**config.mk**
```make
export PLATFORM = sky130hd
export DESIGN_NAME = csel_adder_pipe_flat
export DESIGN_NICKNAME = d
export VERILOG_FILES = /design/src/rtl/csel_adder_pipe_if.sv /design/src/rtl/csel_adder_pipe.sv /design/src/flat_wrapper.sv
export SDC_FILE = /design/constraint.sdc
export NUM_CORES = 1
export LEC_CHECK = 0
export BUFFER_PORTS_ARGS = -buffer_cell sky130_fd_sc_hd__buf_2
export CAP_MARGIN = 0
export CORE_MARGIN = 1
export CORE_UTILIZATION = 38
export CTS_CLUSTER_DIAMETER = 50
export DETAILED_ROUTE_END_ITERATION = 6
export HOLD_SLACK_MARGIN = 0.03
export SYNTH_ARGS = -nofsm -noshare
export SYNTH_HDL_FRONTEND = slang
export SYNTH_SLANG_ARGS = --single-unit
export TNS_END_PERCENT = 20
```
**constraint.sdc**
```tcl
create_clock -name clk -period 4.5 [get_ports clk]
set_input_delay 0.9 -clock clk [delete_from_list [all_inputs] [get_ports clk]]
set_output_delay 0.9 -clock clk [all_outputs]
set_load 0.02 [all_outputs]
```
**src/rtl/csel_adder_pipe_if.sv**
```systemverilog
// Stream bus for csel_adder_pipe: operand beat in, registered result out.
// out_ovf exists only when CSEL_ADDER_PIPE_OVF_EN is defined.
interface csel_adder_pipe_if #(
   parameter int WIDTH = 16
) ();
   logic             in_valid;
   logic             in_ready;
   logic [WIDTH-1:0] in_a;
   logic [WIDTH-1:0] in_b;
   logic             in_cin;
   logic             in_sub;
   logic             out_valid;
   logic             out_ready;
   logic [WIDTH:0]   out_sum;
`ifdef CSEL_ADDER_PIPE_OVF_EN
   logic             out_ovf;
`endif

   modport master (
`ifdef CSEL_ADDER_PIPE_OVF_EN
      input  out_ovf,
`endif
      output in_valid, in_a, in_b, in_cin, in_sub, out_ready,
      input  in_ready, out_valid, out_sum
   );

   modport slave (
`ifdef CSEL_ADDER_PIPE_OVF_EN
      output out_ovf,
`endif
      input  in_valid, in_a, in_b, in_cin, in_sub, out_ready,
      output in_ready, out_valid, out_sum
   );
endinterface

```
**src/rtl/csel_adder_pipe.sv**
```systemverilog
// Pipelined carry-select adder/subtractor: stage 0 precomputes both block sums, each later stage resolves one block.
// Optional signed-overflow output enabled by defining CSEL_ADDER_PIPE_OVF_EN.
module csel_adder_pipe #(
   parameter int WIDTH = 16,
   parameter int BLK   = 4
) (
   input  logic               clk,
   input  logic               rst_n,
   csel_adder_pipe_if.slave   bus
);
   localparam int NBLK = WIDTH / BLK;

   // One shared advance: the whole pipe moves or the whole pipe holds.
   logic adv;

   logic [WIDTH-1:0] b_c;
   logic             c_c;
   logic [WIDTH-1:0] s0_c;
   logic [WIDTH-1:0] s1_c;
   logic [NBLK-1:0]  c0_c;
   logic [NBLK-1:0]  c1_c;
   logic [WIDTH-1:0] sum0_c;
   logic             r0_c;

   logic             vld_p [NBLK];
   logic [WIDTH-1:0] s0_p  [NBLK];
   logic [WIDTH-1:0] s1_p  [NBLK];
   logic [NBLK-1:0]  c0_p  [NBLK];
   logic [NBLK-1:0]  c1_p  [NBLK];
   logic [WIDTH-1:0] sum_p [NBLK];
   logic             r_p   [NBLK];
   logic [WIDTH-1:0] sum_n [NBLK];
   logic             r_n   [NBLK];
`ifdef CSEL_ADDER_PIPE_OVF_EN
   logic             sa_p  [NBLK];
   logic             sb_p  [NBLK];
`endif

   function automatic logic [BLK:0] ripple(input logic [BLK-1:0] a,
                                           input logic [BLK-1:0] b,
                                           input logic           ci);
      logic [BLK-1:0] s;
      logic           c;
      c = ci;
      for (int i = 0; i < BLK; i++) begin
         s[i] = a[i] ^ b[i] ^ c;
         c    = (a[i] & b[i]) | (a[i] & c) | (b[i] & c);
      end
      return {c, s};
   endfunction

   assign adv           = !vld_p[NBLK-1] || bus.out_ready;
   assign bus.in_ready  = adv;
   assign bus.out_valid = vld_p[NBLK-1];
   assign bus.out_sum   = {r_p[NBLK-1], sum_p[NBLK-1]};
`ifdef CSEL_ADDER_PIPE_OVF_EN
   assign bus.out_ovf   = (sa_p[NBLK-1] == sb_p[NBLK-1]) &&
                          (sum_p[NBLK-1][WIDTH-1] != sa_p[NBLK-1]);
`endif

   // Stage 0 inputs: operand conditioning and both speculative block results.
   always_comb begin
      b_c    = bus.in_sub ? ~bus.in_b : bus.in_b;
      c_c    = bus.in_sub | bus.in_cin;
      s0_c   = '0;
      s1_c   = '0;
      c0_c   = '0;
      c1_c   = '0;
      for (int k = 0; k < NBLK; k++) begin
         {c0_c[k], s0_c[k*BLK +: BLK]} = ripple(bus.in_a[k*BLK +: BLK], b_c[k*BLK +: BLK], 1'b0);
         {c1_c[k], s1_c[k*BLK +: BLK]} = ripple(bus.in_a[k*BLK +: BLK], b_c[k*BLK +: BLK], 1'b1);
      end
      sum0_c            = '0;
      sum0_c[BLK-1:0]   = c_c ? s1_c[BLK-1:0] : s0_c[BLK-1:0];
      r0_c              = c_c ? c1_c[0] : c0_c[0];
   end

   // Stage j inputs: select block j from the running carry of stage j-1.
   always_comb begin
      for (int j = 0; j < NBLK; j++) begin
         sum_n[j] = sum0_c;
         r_n[j]   = r0_c;
      end
      for (int j = 1; j < NBLK; j++) begin
         sum_n[j]                  = sum_p[j-1];
         sum_n[j][j*BLK +: BLK]    = r_p[j-1] ? s1_p[j-1][j*BLK +: BLK] : s0_p[j-1][j*BLK +: BLK];
         r_n[j]                    = r_p[j-1] ? c1_p[j-1][j] : c0_p[j-1][j];
      end
   end

   always_ff @(posedge clk) begin
      if (!rst_n) begin
         for (int j = 0; j < NBLK; j++) begin
            vld_p[j] <= 1'b0;
            s0_p[j]  <= '0;
            s1_p[j]  <= '0;
            c0_p[j]  <= '0;
            c1_p[j]  <= '0;
            sum_p[j] <= '0;
            r_p[j]   <= 1'b0;
`ifdef CSEL_ADDER_PIPE_OVF_EN
            sa_p[j]  <= 1'b0;
            sb_p[j]  <= 1'b0;
`endif
         end
      end else if (adv) begin
         // in_ready equals adv, so an offered beat is always taken here.
         vld_p[0] <= bus.in_valid;
         s0_p[0]  <= s0_c;
         s1_p[0]  <= s1_c;
         c0_p[0]  <= c0_c;
         c1_p[0]  <= c1_c;
`ifdef CSEL_ADDER_PIPE_OVF_EN
         sa_p[0]  <= bus.in_a[WIDTH-1];
         sb_p[0]  <= b_c[WIDTH-1];
`endif
         for (int j = 1; j < NBLK; j++) begin
            vld_p[j] <= vld_p[j-1];
            s0_p[j]  <= s0_p[j-1];
            s1_p[j]  <= s1_p[j-1];
            c0_p[j]  <= c0_p[j-1];
            c1_p[j]  <= c1_p[j-1];
`ifdef CSEL_ADDER_PIPE_OVF_EN
            sa_p[j]  <= sa_p[j-1];
            sb_p[j]  <= sb_p[j-1];
`endif
         end
         for (int j = 0; j < NBLK; j++) begin
            sum_p[j] <= sum_n[j];
            r_p[j]   <= r_n[j];
         end
      end
   end
endmodule
```
**src/flat_wrapper.sv**
```systemverilog
// flat-port wrapper written by rule: the top's interface ports become plain ports
module csel_adder_pipe_flat 
#(
   parameter int WIDTH = 16,
   parameter int BLK   = 4
)
  (clk, rst_n, bus_in_valid, bus_in_a, bus_in_b, bus_in_cin, bus_in_sub, bus_out_ready, bus_in_ready, bus_out_valid, bus_out_sum);
  csel_adder_pipe_if #(.WIDTH(WIDTH)) bus_i ();
  input  logic clk;
  input  logic rst_n;
  input wire logic [$bits(bus_i.in_valid)-1:0] bus_in_valid;
  input wire logic [$bits(bus_i.in_a)-1:0] bus_in_a;
  input wire logic [$bits(bus_i.in_b)-1:0] bus_in_b;
  input wire logic [$bits(bus_i.in_cin)-1:0] bus_in_cin;
  input wire logic [$bits(bus_i.in_sub)-1:0] bus_in_sub;
  input wire logic [$bits(bus_i.out_ready)-1:0] bus_out_ready;
  output wire logic [$bits(bus_i.in_ready)-1:0] bus_in_ready;
  output wire logic [$bits(bus_i.out_valid)-1:0] bus_out_valid;
  output wire logic [$bits(bus_i.out_sum)-1:0] bus_out_sum;
  assign bus_i.in_valid = bus_in_valid;
  assign bus_i.in_a = bus_in_a;
  assign bus_i.in_b = bus_in_b;
  assign bus_i.in_cin = bus_in_cin;
  assign bus_i.in_sub = bus_in_sub;
  assign bus_i.out_ready = bus_out_ready;
  assign bus_in_ready = bus_i.in_ready;
  assign bus_out_valid = bus_i.out_valid;
  assign bus_out_sum = bus_i.out_sum;
  csel_adder_pipe #(.WIDTH(WIDTH), .BLK(BLK)) u_core (.clk(clk), .rst_n(rst_n), .bus(bus_i));
endmodule
```
==> flow_summary.json, run 1 <==
{
  "status": "finished clean",
  "synth_area_um2": 5105,
  "hold_viol_final": 0,
  "min_path_cells": 2,
  "postCtsSetupRepairBufs": 0,
  "cts_made_buffers": 9,
  "hold_end": "u_core.vld_p[2]",
  "cts_tree": "built",
  "dp_cells": 553,
  "drive_gt1_frac": 0.2015,
  "cts_root_buf": "clkbuf_16",
  "ios": 57,
  "pre_cts_ws_ns": 0.9686,
  "yosysWarnings": 0,
  "synth_flop_cell": "edfxtp_1",
  "worst_slack_ns": 1.353,
  "fp.dieW_um": 117.9,
  "drv_slew": 0,
  "start_util": 0.3965,
  "synth.most_common_cell": "edfxtp_1",
  "drcViolationCount": 0,
  "r2r-start": "u_core.vld_p[3]",
  "antenna_found_initial": 0,
  "r2r_cells": 3,
  "cts_buffer_depth": 2,
  "grt_usage": 0.1114,
  "grt_pass1_vias": 2591,
  "die_h_um": 117.9,
  "place_area_um2": 5434,
  "synthCells": 348,
  "crit_path_max_incr_delay_ns": 0.42,
  "setup_viol": 0,
  "synthTopCellsByArea": "edfxtp_1 62%, fa_1 9.4%, and3_1 8.6%, mux2i_1 3.5%, inv_1 2.1%",
  "gr-total-overflow": 0,
  "cts-htree-levels": 3,
  "p_leak_nw": 2.663,
  "min-delay-path-class": "flip-flop to flip-flop",
  "area_growth_pct": 12.21,
  "max_cap_viol_count": 0,
  "slowest_stage": "buf_2",
  "syn-num-nets": 418,
  "cts_sinks": 108,
  "routed_wl_um": 7138,
  "slew_headroom": 0.5484,
  "stdcell_area_um2": 5728,
  "power_density_nw_per_um2": 389.2,
  "dr.max_layer_used": "met4",
  "route.antenna.remaining_nets": 0,
  "wl_met2_um": 3222,
  "hold_buffers": 0,
  "cp_data_required_time_ns": 4.60,
  "grt_max_degree": 106,
  "hpwl_um": 4532,
  "hold_start": "u_core.vld_p[2]",
  "synthDistinctLibCells": 25,
  "hold_slack_ns": 0.5199,
  "synthTopCellsByCount": "105 x edfxtp_1, 70 x and3_1, 29 x inv_1",
  "cpMostUsedCell": "fa_1",
  "clock_skew_ns": 0.007269,
  "startpoint_type": "input port",
  "min_period_ns": 3.147,
  "seq_area_frac_synth": 0.6294,
  "initialDrtViolationCount": 170,
  "grt_setup_unrepaired": "false",
  "avgSynthCellArea_um2": 14.67,
  "stdcell_count": 569,
  "die_area_um2": 13900,
  "met3_length_um": 209,
  "core_area_um2": 12880,
  "async_reset_ff_frac": 0,
  "place.port_buffers": 56,
  "cts_resized": 0,
  "arrival_ns": 3.24,
  "r2r_slack_ns": 2.66,
  "vias": 2538,
  "vias_per_cell": 4.460,
  "first_pass_iters": 4,
  "irDropWorstVdd_uv": 184.6,
  "wl_per_cell_um": 12.54,
  "synth-edff-count": 105,
  "endpoint_kind": "flip-flop",
  "tightest_slew_ns": 0.6775,
  "synth_seq_cells": 108,
  "clk-insertion-delay-late_ns": 0.35,
  "synth_area_leader_cell": "edfxtp_1",
  "grt_pass1_wl_um": 12220,
  "drt-met1-wl_um": 3514,
  "rr_endpoint": "u_core.sum_p[0][3]",
  "clk_pin_slew_worst_paths_ns": 0.06,
  "fmax_mhz": 317.8,
  "path_class": "input port to flip-flop",
  "crit_chain": "buf_2 -> xor2_1 -> inv_1 -> ha_1 -> fa_1 -> fa_1 -> inv_1 -> fa_1 -> and3_1",
  "rows": 41,
  "cp_max_fo": 20,
  "yosys.area.top_type_share": 0.6176,
  "nets": 462,
  "period_share": 0.6993,
  "globalplace.congestion": 0.7390,
  "n_antenna_cell": 0
}
==> stage by stage <==
stage | setup TNS [ns] | util | total power [mW]
final | 0 | 0.4449 | 2.229
after global routing | 0 | 0.4449 | 2.326
after floorplan | -5.161 | - | 1.422
after CTS | 0 | 0.4449 | 2.256
after global placement | 0 | 0.4220 | 1.477
after detailed placement | 0 | 0.4220 | 1.489
==> cells in the final DEF, fill, tap and decap left out, types with 3 or more instances in the layout <==
| cell | instances |
|---|---|
| edfxtp_1 | 105 |
| clkinvlp_4 | 3 |
| mux2i_1 | 18 |
| xnor2_1 | 7 |
| clkbuf_16 | 9 |
| and3_1 | 70 |
| ha_1 | 8 |
| nor2b_1 | 4 |
| nor2_1 | 26 |
| o21ai_0 | 3 |
| nand2_1 | 3 |
| nor2_2 | 6 |
| buf_2 | 56 |
| xor2_1 | 10 |
| fa_1 | 24 |
| a21oi_1 | 3 |
| inv_1 | 29 |
| dfxtp_1 | 3 |
==> area by class of cell <==
cell class	instances	area, um^2
fillers	1173	7148
inverters	29	108.9
repair buffers	58	307.8
clock inverters	6	65.06
flip-flops and latches	108	3213
well taps	172	215.2
clock buffers	10	229.0
multi-input cells	186	1589
==> logic make-up after synthesis <==
kind of cell,Yosys count,synth area share
simple gates,112,0.1257
compound gates,7,0.007352
xor+xnor,17,0.02917
buf+inv,54,0.05931
fa+ha+maj,32,0.1137
mux,18,0.03529
flops,108,0.6294
==> flip-flops by register name, indices dropped and copies added (netlist names) <==
signal	flops
u_core.c0_p	6
u_core.c1_p	6
u_core.r_p	4
u_core.s0_p	24
u_core.s1_p	24
u_core.sum_p	40
u_core.vld_p	4
==> per-layer routing <==
layer	global-route usage	vias up
met5	0	-
met4	0.07772	0
met3	0.01938	12
met2	0.1750	48
met1	0.1400	1180
li1	-	1298
==> critical path: cells and delay by family <==
family                   cells  cell delay (ns)
AND/OR/NAND/NOR              1             0.18
adder cells (fa/ha/maj)      4             1.35
buffers and inverters        3             0.57
XOR/XNOR                     1             0.24
==> how the worst max path moves through the flow <==
| stage | from | endpoint | slack [ns] | cells past startpoint |
|---|---|---|---|---|
| after detailed placement | bus_in_sub | u_core.s1_p[0][11] | 0.97 | 9 |
| final | bus_in_sub | u_core.s1_p[0][11] | 1.35 | 9 |
| after global placement | bus_in_sub | u_core.s1_p[0][15] | 1.06 | 9 |
| after floorplan | rst_n | u_core.c0_p[0][11] | -0.05 | 2 |
| after global routing | bus_in_sub | u_core.s1_p[0][11] | 1.22 | 9 |
| after CTS | bus_in_sub | u_core.s1_p[0][11] | 1.34 | 9 |
==> power by group <==
group          leakage, nW  switching [mW]  total [mW]  internal [mW]
registers             1.27          0.0250        1.23           1.20
clock network        0.132           0.336       0.767          0.430
logic                 1.26           0.126       0.233          0.107
total                 2.66           0.488        2.23           1.74
Note: power is estimated with default switching activity, not from simulation.
==> inputs of run 2 (changes only) <==
Clock period 4.5 ns to 2.6 ns, I/O delays scaled along.
==> flow_summary.json, run 2 (synthesis results as in run 1) <==
{
  "hold_end": "u_core.vld_p[0]",
  "vias": 2562,
  "hold_buffers": 0,
  "postCtsSetupRepairBufs": 0,
  "wl_per_cell_um": 12.77,
  "grt_pass1_wl_um": 12340,
  "hold_start": "bus_in_valid",
  "route.antenna.remaining_nets": 0,
  "vias_per_cell": 4.463,
  "gr-total-overflow": 0,
  "max_cap_viol_count": 0,
  "cts_sinks": 108,
  "largest-register": "u_core.sum_p",
  "arrival_ns": 2.65,
  "reg_top3": "u_core.sum_p (40), u_core.s0_p (24), u_core.s1_p (24)",
  "startpoint_type": "input port",
  "fmax_mhz": 402.6,
  "initialDrtViolationCount": 188,
  "irDropWorstVdd_uv": 329.3,
  "final_common_cell": "edfxtp_1",
  "slew_headroom": 0.6321,
  "nets": 468,
  "cts_resized": 0,
  "die_h_um": 117.9,
  "r2r_cells": 3,
  "cts_root_buf": "clkbuf_16",
  "routed_wl_um": 7329,
  "cts_made_buffers": 9,
  "die_area_um2": 13900,
  "setup_viol": 0,
  "drcViolationCount": 0,
  "n_antenna_cell": 0,
  "min_path_cells": 3,
  "status": "finished clean",
  "wl_met2_um": 3250,
  "dr.max_layer_used": "met4",
  "rows": 41,
  "period_share": 0.9553,
  "nFillCells": 1159,
  "area_growth_pct": 12.60,
  "cp_data_required_time_ns": 2.77,
  "tightest_slew_ns": 0.5519,
  "r2r_slack_ns": 1.11,
  "endpoint_kind": "flip-flop",
  "hpwl_um": 4694,
  "grt_setup_unrepaired": "false",
  "place.port_buffers": 56,
  "cts_buffer_depth": 2,
  "core_area_um2": 12880,
  "fp.dieW_um": 117.9,
  "antenna_found_initial": 0,
  "grt_usage": 0.1120,
  "min-delay-path-class": "input port to flip-flop",
  "cts_tree": "built",
  "first_pass_iters": 4,
  "largest_reg_flops": 40,
  "start_util": 0.3965,
  "multi_input_area_um2": 1597,
  "clock_skew_ns": 0.007509,
  "r2r-start": "u_core.vld_p[3]",
  "hold_viol_final": 0,
  "grt_max_degree": 106,
  "cts-htree-levels": 3,
  "rr_endpoint": "u_core.c1_p[0][3]",
  "power_density_nw_per_um2": 651.0,
  "cp_max_fo": 7,
  "clk-insertion-delay-late_ns": 0.34,
  "p_leak_nw": 2.689,
  "drive_gt1_frac": 0.2114,
  "clk_pin_slew_worst_paths_ns": 0.06,
  "min_period_ns": 2.484,
  "path_class": "input port to flip-flop",
  "fin_util": 0.4464,
  "globalplace.congestion": 0.7625,
  "drv_slew": 0,
  "mostFrequentLayoutCells": "105 x edfxtp_1, 70 x and3_1, 55 x buf_2",
  "ios": 57,
  "met3_length_um": 284,
  "hold_slack_ns": 0.4593,
  "drt-met1-wl_um": 3615,
  "seqCellArea_um2": 3213,
  "grt_pass1_vias": 2653
}
run 2: worst max-delay path by stage:
stage | from | end | slack, ns | cells after the start
floorplan | rst_n | u_core.c0_p[0][11] | -1.57 | 2
finish | bus_in_sub | u_core.sum_p[0][3] | 0.12 | 13
CTS | bus_in_sub | u_core.sum_p[0][3] | 0.07 | 13
global route | bus_in_sub | u_core.sum_p[0][3] | 0.01 | 13
detailed placement | bus_in_sub | u_core.sum_p[0][3] | -0.30 | 13
global placement | bus_in_sub | u_core.sum_p[0][3] | -0.22 | 13
run 2: worst max-delay path, stage by stage:
cell,delay [ns]
clkbuf_4,0.17
buf_4,0.16
xor2_2,0.17
inv_1,0.06
ha_1,0.13
inv_1,0.04
fa_1,0.36
inv_1,0.08
fa_1,0.16
inv_1,0.05
fa_1,0.46
o21ai_0,0.07
a21oi_1,0.21
run 2: area by class of cell:
cell class | instances | share of cell area
repair buffers | 64 | 0.06182
inverters | 29 | 0.01894
flip-flops and latches | 108 | 0.5590
clock buffers | 10 | 0.03983
multi-input cells | 186 | 0.2778
well taps | 172 | 0.03744
clock inverters | 5 | 0.005224
run 2: metrics by stage:
step / power, mW / setup TNS, ns / instance area, um^2 / worst slack [ns] / std cells
2_1_floorplan: 2.460 / -165.16 / 5115 / -1.569 / 348
3_3_place_gp: 2.568 / -1.442 / 5479 / -0.2205 / 559
3_5_place_dp: 2.588 / -1.965 / 5479 / -0.2954 / 559
4_1_cts: 3.782 / 0 / 5738 / 0.06925 / 574
5_1_grt: 3.913 / 0 / 5748 / 0.009816 / 574
6_report: 3.742 / 0 / 5748 / 0.1161 / 574
run 2: per-layer routing:
| metal | vias to the layer above | track usage |
|---|---|---|
| met5 | - | 0 |
| met4 | 0 | 0.06811 |
| met3 | 10 | 0.02326 |
| met2 | 62 | 0.1717 |
| met1 | 1187 | 0.1458 |
| li1 | 1303 | - |
run 2: power by group:
part	switching, mW	internal (mW)
combinational	0.225	0.191
clock	0.559	0.639
sequential	0.0427	2.09
total	0.827	2.92
==> inputs of run 3 (changes only) <==
Settings changed: CELL_PAD_IN_SITES_DETAIL_PLACEMENT from default to 0, CELL_PAD_IN_SITES_GLOBAL_PLACEMENT from default to 2, PLACE_DENSITY_LB_ADDON from default to 0.1.
==> flow_summary.json, run 3 (synthesis results as in run 1) <==
{
  "status": "finished clean",
  "critical_path_buf_inv_count": 3,
  "drive_gt1_frac": 0.2228,
  "drcViolationCount": 0,
  "cts_tree": "built",
  "multi_input_area_um2": 1597,
  "crit_chain": "clkbuf_4 -> xor2_1 -> inv_1 -> ha_1 -> fa_1 -> fa_1 -> inv_1 -> fa_1 -> and3_1",
  "grt_usage": 0.1170,
  "largest_reg_flops": 40,
  "path_class": "input port to flip-flop",
  "area_growth_pct": 13.87,
  "cts_buffer_depth": 2,
  "routed_wl_um": 7607,
  "cp_data_required_time_ns": 2.69,
  "slew_headroom": 0.6411,
  "clock_skew_ns": 0.004659,
  "place.port_buffers": 56,
  "setup_tns_ns": 0,
  "ios": 57,
  "grt_max_degree": 106,
  "critPathTopFamily": "adder cells",
  "fmax_mhz": 405.0,
  "period_share": 0.9496,
  "irDropWorstVdd_uv": 320.3,
  "nFillCells": 1186,
  "cpMostUsedCell": "fa_1",
  "grt_setup_unrepaired": "false",
  "nets": 469,
  "min-delay-path-class": "input port to flip-flop",
  "seqCellArea_um2": 3213,
  "grt_pass1_wl_um": 12530,
  "globalplace.congestion": 0.6784,
  "startpoint_type": "input port",
  "cp_max_fo": 6,
  "cts_sinks": 108,
  "endpoint_kind": "flip-flop",
  "p_leak_nw": 2.721,
  "cts_root_buf": "clkbuf_16",
  "die_area_um2": 13900,
  "fp.dieW_um": 117.9,
  "n_antenna_cell": 0,
  "gr-total-overflow": 0,
  "vias_per_cell": 4.429,
  "mostFrequentLayoutCells": "105 x edfxtp_1, 70 x and3_1, 55 x buf_2",
  "power.total_mw": 3.980,
  "hpwl_um": 4669,
  "min_period_ns": 2.469,
  "initialDrtViolationCount": 174,
  "rows": 41,
  "largest-register": "u_core.sum_p",
  "grt_pass1_vias": 2484,
  "wl_per_cell_um": 13.21,
  "slowest_stage": "fa_1",
  "setup_viol": 0,
  "start_util": 0.3965,
  "vias": 2551,
  "final_common_cell": "edfxtp_1",
  "cts_made_buffers": 9,
  "core_area_um2": 12880,
  "drv_slew": 0,
  "reg_top3": "u_core.sum_p (40), u_core.s0_p (24), u_core.s1_p (24)",
  "crit_path_max_incr_delay_ns": 0.41,
  "hold_viol_final": 0,
  "antenna_found_initial": 0,
  "die_h_um": 117.9,
  "arrival_ns": 2.56,
  "cts-htree-levels": 3,
  "first_pass_iters": 5,
  "hold_slack_ns": 0.4399,
  "hold_buffers": 0,
  "max_cap_viol_count": 0,
  "clk-insertion-delay-late_ns": 0.34,
  "power_density_nw_per_um2": 684.7,
  "tightest_slew_ns": 0.5383,
  "route.antenna.remaining_nets": 0,
  "clk_pin_slew_worst_paths_ns": 0.07
}
## run 3: cell count changes in the layout (fill, tap and decap cells not counted), sizes merged
| cell | before | now |
|---|---|---|
| bufinv | 0 | 2 |
| buf | 63 | 64 |
| clkbuf | 11 | 10 |
| clkinv | 5 | 4 |
| clkinvlp | 0 | 1 |
## run 3: area by class of cell
| cell class | count | share of cell area |
|---|---|---|
| clock buffers | 9 | 0.03874 |
| clock inverters | 7 | 0.01571 |
| inverters | 29 | 0.01873 |
| repair buffers | 65 | 0.06242 |
| multi-input cells | 186 | 0.2746 |
| flip-flops and latches | 108 | 0.5527 |
| well taps | 172 | 0.03702 |
## run 3: metrics by stage
stage | std cells | util | worst slack, ns | cell area (um^2)
2_1_floorplan | 348 | - | -1.569 | 5115
3_3_place_gp | 560 | 0.4261 | -0.2533 | 5487
3_5_place_dp | 560 | 0.4261 | -0.2733 | 5487
4_1_cts | 576 | 0.4507 | 0.09566 | 5803
5_1_grt | 576 | 0.4515 | 0.01846 | 5813
6_report | 576 | 0.4515 | 0.1311 | 5813
## run 3: tightest hold or removal path, delay by kind of cell
kind                   cells  cell delay, ns
multiplexers               1            0.06
buffers and inverters      1            0.08
AND/OR/NAND/NOR            1            0.09
## run 3: final timing paths
| check | to | from | depth (start not counted) | slack [ns] |
|---|---|---|---|---|
| max | u_core.s1_p[0][15] | bus_in_sub | 9 | 0.13 |
| min | u_core.vld_p[0] | bus_in_valid | 3 | 0.44 |
| max reg2reg | u_core.sum_p[1][2] | u_core.vld_p[3] | 3 | 1.03 |
| min reg2reg | u_core.vld_p[2] | u_core.vld_p[2] | 2 | 0.52 |
## run 3: what timing repair did
action / in CTS / in global routing
endpoints found under the setup margin: 0 / 2
resized for setup: 0 / 2
setup buffers: 0 / 0
endpoints found under the hold margin: 0 / 0
## run 3: layer usage
| layer | track usage | part of all wire | up-vias |
|---|---|---|---|
| met4 | 0.05048 | 0.014 | 0 |
| met1 | 0.1718 | 0.54 | 1179 |
| li1 | - | - | 1307 |
| met5 | 0 | 0 | - |
| met2 | 0.1629 | 0.41 | 58 |
| met3 | 0.02955 | 0.038 | 7 |
## run 3: where the power goes
part / internal, mW / total [mW] / switching, mW
Clock: 0.841 / 1.44 / 0.598
Combinational: 0.192 / 0.415 / 0.223
Sequential: 2.08 / 2.13 / 0.0430
Total: 3.12 / 3.98 / 0.863
